[src/rtl/sign_restore.sv]
// Re-applies stored sample signs to returning magnitudes; result registered, 1-cycle latency.
// Backpressure: s_ready drops when the sign FIFO is full, m_ready drops when it is empty.
module sign_restore #(
  parameter int DATA_WIDTH = 11,
  parameter int DEPTH      = 16
) (
  input  logic                    clk,
  input  logic                    rst,
  input  logic                    s_valid,
  input  logic [DATA_WIDTH-1:0]   s_data,
  output logic                    s_ready,
  input  logic                    m_valid,
  input  logic [DATA_WIDTH-2:0]   m_data,
  output logic                    m_ready,
  output logic                    o_valid,
  output logic [DATA_WIDTH-1:0]   o_data,
  output logic [$clog2(DEPTH):0]  level,
  output logic                    ovf,
  output logic                    udf
);

  localparam int AW = $clog2(DEPTH);
  localparam int LW = AW + 1;

  logic [DEPTH-1:0]      signs;
  logic [AW-1:0]         wr_ptr;
  logic [AW-1:0]         rd_ptr;
  logic                  push;
  logic                  pop;
  logic                  sign_out;
  logic [DATA_WIDTH-1:0] mag_ext;
  logic [DATA_WIDTH-1:0] result;
  logic                  unused_bits;

  // Only the MSB of each sample is kept; the rest is intentionally ignored.
  assign unused_bits = ^s_data[DATA_WIDTH-2:0];

  assign s_ready = (level != LW'(DEPTH));
  assign m_ready = (level != '0);
  assign push    = s_valid && s_ready;
  assign pop     = m_valid && m_ready;

  always_comb begin
    mag_ext  = {1'b0, m_data};
    sign_out = signs[rd_ptr];
    result   = mag_ext;
    if (sign_out) begin
      // Zero magnitude with a set sign encodes the most-negative value.
      if (m_data == '0)
        result = {1'b1, {(DATA_WIDTH-1){1'b0}}};
      else
        result = ~mag_ext + DATA_WIDTH'(1);
    end
  end

  always_ff @(posedge clk) begin
    if (push)
      signs[wr_ptr] <= s_data[DATA_WIDTH-1];
  end

  always_ff @(posedge clk) begin
    if (!rst) begin
      wr_ptr  <= '0;
      rd_ptr  <= '0;
      level   <= '0;
      o_valid <= 1'b0;
      o_data  <= '0;
      ovf     <= 1'b0;
      udf     <= 1'b0;
    end else begin
      if (push)
        wr_ptr <= wr_ptr + AW'(1);
      if (pop) begin
        rd_ptr <= rd_ptr + AW'(1);
        o_data <= result;
      end
      level   <= level + LW'(push) - LW'(pop);
      o_valid <= pop;
      ovf     <= ovf | (s_valid & ~s_ready);
      udf     <= udf | (m_valid & ~m_ready);
    end
  end

endmodule
[config.mk]
export PLATFORM = sky130hd
export DESIGN_NAME = sign_restore
export DESIGN_NICKNAME = d
export VERILOG_FILES = /design/src/rtl/sign_restore.sv
export SDC_FILE = /design/constraint.sdc
export NUM_CORES = 1
export LEC_CHECK = 0
export ABC_AREA = 1
export CORE_AREA = 8 8 77 79
export CTS_CLUSTER_SIZE = 40
export DETAILED_ROUTE_END_ITERATION = 8
export DIE_AREA = 0 0 85 87
export HOLD_SLACK_MARGIN = 0.02
export PLACE_DENSITY = 0.78
export SLEW_MARGIN = 20
export SYNTH_ARGS = -nofsm -noshare
export SYNTH_HDL_FRONTEND = slang
export SYNTH_SLANG_ARGS = --single-unit
[constraint.sdc]
create_clock -name clk -period 3.4 [get_ports clk]
set_clock_uncertainty 0.05 [all_clocks]
set_input_delay 0.85 -clock clk [delete_from_list [all_inputs] [get_ports clk]]
set_output_delay 0.85 -clock clk [all_outputs]
set_load 0.01 [all_outputs]
Yosys cells after proc, flatten, opt, wreduce, memory -nomap -nowiden
Index checks and enable logic that the tools add are counted.
{"block": "totals", "ff_bits": 43, "in_bits": 25, "out_inout_bits": 21, "elab_cells": 36}
{"block": "classes", "add_sub_neg": 5, "magnitude_cmp": 3, "eq_ne": 1, "mux": 7, "n_bitwise": 7, "reduce_logical": 5}
{"operator": "11-bit 2-to-1 mux", "n": 2}
{"operator": "16-bit bitwise mux", "n": 1}
{"operator": "11-bit by 1-bit adder with 11-bit output (second input constant)", "n": 1}
{"operator": "10-bit inverter with 11-bit output", "n": 1}
{"operator": "10-bit logical NOT", "n": 1}
{"operator": "4-bit by 5-bit less-than comparator with 1-bit output (second input constant)", "n": 2}
{"operator": "4-bit by 1-bit adder with 4-bit output (second input constant)", "n": 2}
{"operator": "5-bit by 1-bit adder with 5-bit output", "n": 1}
{"operator": "5-bit != test (second input constant)", "n": 1}
{"operator": "5-bit nonzero test", "n": 1}
{"operator": "5-bit by 1-bit subtractor with 5-bit output", "n": 1}
{"operator": "1-bit binary-select mux with 4-bit select", "n": 1}
{"operator": "1-bit demux with 4-bit select", "n": 1}
{"operator": "4-bit by 1-bit >= comparator with 1-bit output (second input constant)", "n": 1}
{"operator": "1-bit logical AND", "n": 3}
{"operator": "1-bit AND", "n": 2}
{"operator": "1-bit 2-to-1 mux", "n": 2}
{"operator": "1-bit inverter", "n": 2}
{"operator": "1-bit bitwise OR", "n": 2}

Logic depth before layout (Yosys ltp)
{"block": "depth", "depth_word": 5, "mapped_depth": 15, "ltp_nobuf": 14}

Worst setup path after synthesis
OpenSTA, ideal clock, no wires.
{"block": "synth_timing", "path_type": "input to register", "from": "in m_valid", "to": "reg level[4]", "setup_time_ns": 0.128, "arrival_ns": 2.430, "t_required_ns": 3.222, "slack_ns": 0.792, "cell_stages": 12, "path_buffers": 1, "path_cell_list": "nand2_4 -> inv_2 -> buf_2 -> ha_1 -> inv_1 -> ha_1 -> inv_1 -> fa_1 -> nor3_1 -> a211oi_1 -> o21ai_0 -> a21oi_1"}
{"block": "synth_between", "elab_chain_cells": 2}
{"element": "start: declaration", "line_no": "12", "text": "input logic m_valid,"}
{"element": "1-bit logical AND", "line_no": "41", "text": "assign pop = m_valid && m_ready;"}
{"element": "via pop", "line_no": "29", "text": "logic pop;"}
{"element": "5-bit by 1-bit subtractor with 5-bit output", "line_no": "77", "text": "level <= level + LW'(push) - LW'(pop);"}
{"element": "end signal: assignment", "line_no": "77"}
{"element": "end: declaration", "line_no": "17", "text": "output logic [$clog2(DEPTH):0] level,"}
The timed path passes the listed nets, and every way through them passes these cells.
A chain may end at the register's enable or synchronous reset.

Worst setup path in the final report
{"block": "layout_timing", "from": "in m_valid", "to": "reg level[4]"}
{"block": "layout_between", "elab_chain_cells": 2}
{"element": "1-bit logical AND", "line_no": "41"}
{"element": "5-bit by 1-bit subtractor with 5-bit output", "line_no": "77"}
Every way passes these cells.

==> flow_summary_export.csv <==
group,metric,value,unit
synthesis,netlist_instances,301,
global_routing,antenna_found_initial,0,
sta,drv_slew,0,
synthesis,synthTopCellsByArea,"dfxtp_1 (23%), edfxtp_1 (20%), nand2_1 (9.1%)",
die,rows,26,
synthesis,synth_top_area_cell,"dfxtp_1",
cells_and_area,fin_cells,396,
place,numPortBuffers,35,
die,fp.coreArea,4850,um^2
route,drc_errors,0,
synthesis,ys_warn_count,0,
clock_network,clockBufferDepth,2,
synthesis,synth_nets,339,
global_routing,grt_pass1_wl,8.20,mm
clock_network,cts_tree,"built",
die,ioPinCount,46,
die,initial_core_util,0.484,
synthesis,synth_seq_cells,43,
route,drt_wl_total,4.83,mm
global_routing,grt_max_degree,20,
route,drtIter0Drc,102,
route,ant_nets,0,
route,post_drt_wl_per_cell,12.2,um
cells_and_area,most-common-layout-cells,"nand2_1 (57), inv_1 (51), nor2_1 (38), clkdlybuf4s50_1 (35), dfxtp_1 (27)",
sta,worstMarginPinSlew,500,ps
sta,rsz0062_at_grt,"no",
power,leakagePower,1.30,nW
sta,finalCriticalPeriod,2800,ps
sta,slew_headroom,0.666,
cells_and_area,post-route-util,0.589,
critical_path,cp_max_fo,10,
clock_network,cts_resized,0,
power,peakVddDrop,0.481,mV
critical_path,rrSetupSlack,850,ps
cells_and_area,antenna_cells,0,
synthesis,synth_top_area_frac,0.230,
sta,fin_crit_sh,0.822,
die,dieArea,7400,um^2
critical_path,startpoint_type,"primary input",
synthesis,yosys.cell_types.count,34,
hold_path,hp-class,"reg -> reg",
synthesis,syn_avg_cell_area,7.79,um^2
synthesis,ys_seq_area_frac,0.435,
run,maxCapViolCount,0,
critical_path,end_kind,"flip-flop",
place,place_congestion,0.847,
route,routed_via_density,4.94,
cells_and_area,layout.nets,377,
sta,finalHoldViolations,0,
sta,setup_viol,0,
status,status,"completed",
clock_network,cts.sinks,43,
sta,fmax,358,MHz
synthesis,synth_area,2350,um^2
critical_path,required,3530,ps
place,dp_hpwl,3.59,mm
cells_and_area,area_growth,21.8,%
power,powerDensity,701,nW/um^2
clock_network,post-cts-setup-buffer-count,0,
global_routing,grt_pass1_vias,1912,
cells_and_area,layout_commonest_cell,"nand2_1",
sta,tns,0,ps
route,num_vias,1955,
clock_network,cts_made_buffers,5,
cells_and_area,n_fill_cell,431,
die,fp.dieW,85,um
critical_path,cp.arrival,2930,ps
route,dr.pass1.iters,4,
clock_network,postCtsHoldBufs,0,
critical_path,path_class,"in -> reg",
clock_network,h-tree-depth,2,
die,dieHeight,87,um
global_routing,grt_remaining_overflow,0,
clock_network,clockRootBuffer,"clkbuf_8",
place,place_inst,388,
clock_network,insertion_delay,290,ps
clock_network,path_clk_slew,80,ps
global_routing,track_usage,0.137,
cells_and_area,final_layout_size_suffix_gt1_frac,0.0882,
-- routing by layer --
metal  track usage  share of wire  vias to the layer above
met4        0.0712          0.015                        0
li1              -              -                     1029
met1         0.142           0.41                      874
met3        0.0321          0.057                        4
met5             0              0                        -
met2         0.251           0.51                       48
-- cells by family (layout without fill, tap and decap cells) --
kind of cell | count (synthesis) | count (layout) | synth area share
AO/OA/AOI/OAI | 38 | 38 | 0.0907
XOR/XNOR | 4 | 4 | 0.0149
adder cells (fa/ha/maj) | 13 | 13 | 0.0725
buffers and inverters | 62 | 101 | 0.111
flip-flops | 43 | 43 | 0.435
AND/OR/NAND/NOR | 141 | 141 | 0.276
-- where the power goes --
group | total (mW) | internal [mW] | switching, mW
clock | 0.415 | 0.238 | 0.177
combinational | 0.871 | 0.388 | 0.483
sequential | 0.716 | 0.634 | 0.0821
-- metrics by stage --
stage / setup slack, ps / hold slack (ps) / total power [mW] / instance area [um^2]
final: 604 / 421 / 2.00 / 2860
after global routing: 432 / 449 / 2.17 / 2860
after CTS: 607 / 423 / 2.02 / 2860
after detailed placement: 295 / 408 / 1.60 / 2740
after global placement: 324 / 397 / 1.58 / 2740
after floorplan: 792 / 438 / 1.29 / 2350
-- cells in the mapped netlist --
cell type,count
a211oi_1,1
a21oi_1,16
buf_2,1
buf_4,1
buf_6,2
clkbuf_1,2
clkinv_1,1
dfxtp_1,27
edfxtp_1,16
fa_1,1
ha_1,12
inv_1,51
inv_2,3
inv_8,1
nand2_1,57
nand2_2,6
nand2_4,1
nand3_1,25
nand3_2,4
nand3b_1,1
nand4_1,2
nand4_2,1
nor2_1,38
nor2_2,1
nor2_4,1
nor3_1,2
nor3_2,1
o211ai_1,2
o21a_1,5
o21ai_0,13
o21bai_1,1
or2_2,1
xnor2_1,1
xor2_1,3
-- registers in the layout, summed over array words and instances, names as in the netlist --
| register | count |
|---|---|
| o_valid | 1 |
| rd_ptr | 4 |
| udf | 1 |
| ovf | 1 |
| level | 5 |
| signs | 16 |
| wr_ptr | 4 |
| o_data | 11 |
-- area by class of cell --
type                       count  area [um^2]  share of cell area
inverter                      56          218              0.0762
timing repair buffer          37          365               0.128
sequential                    43         1020               0.357
clock buffer                   6         82.6              0.0289
multi-input combinational    196         1060               0.373
clock inverter                 2         35.0              0.0123
tap                           56         70.1              0.0245
-- final timing paths --
path | from | endpoint | depth (start not counted)
worst max-delay path | m_valid | level[4] | 12
worst max register to register | level[3] | level[4] | 14
worst min register to register | o_data[9] | o_data[9] | 2
worst min-delay path | o_data[9] | o_data[9] | 2
-- worst max-delay path: stages --
cell and delay (ps):
clkdlybuf4s50_1 470, nand2_4 180, inv_2 50, ha_1 260
inv_1 50, ha_1 150, inv_1 50, fa_1 390
nor3_1 190, a211oi_1 70, o21ai_0 150, a21oi_1 50
No activity file was read; power rests on OpenSTA's default activity.
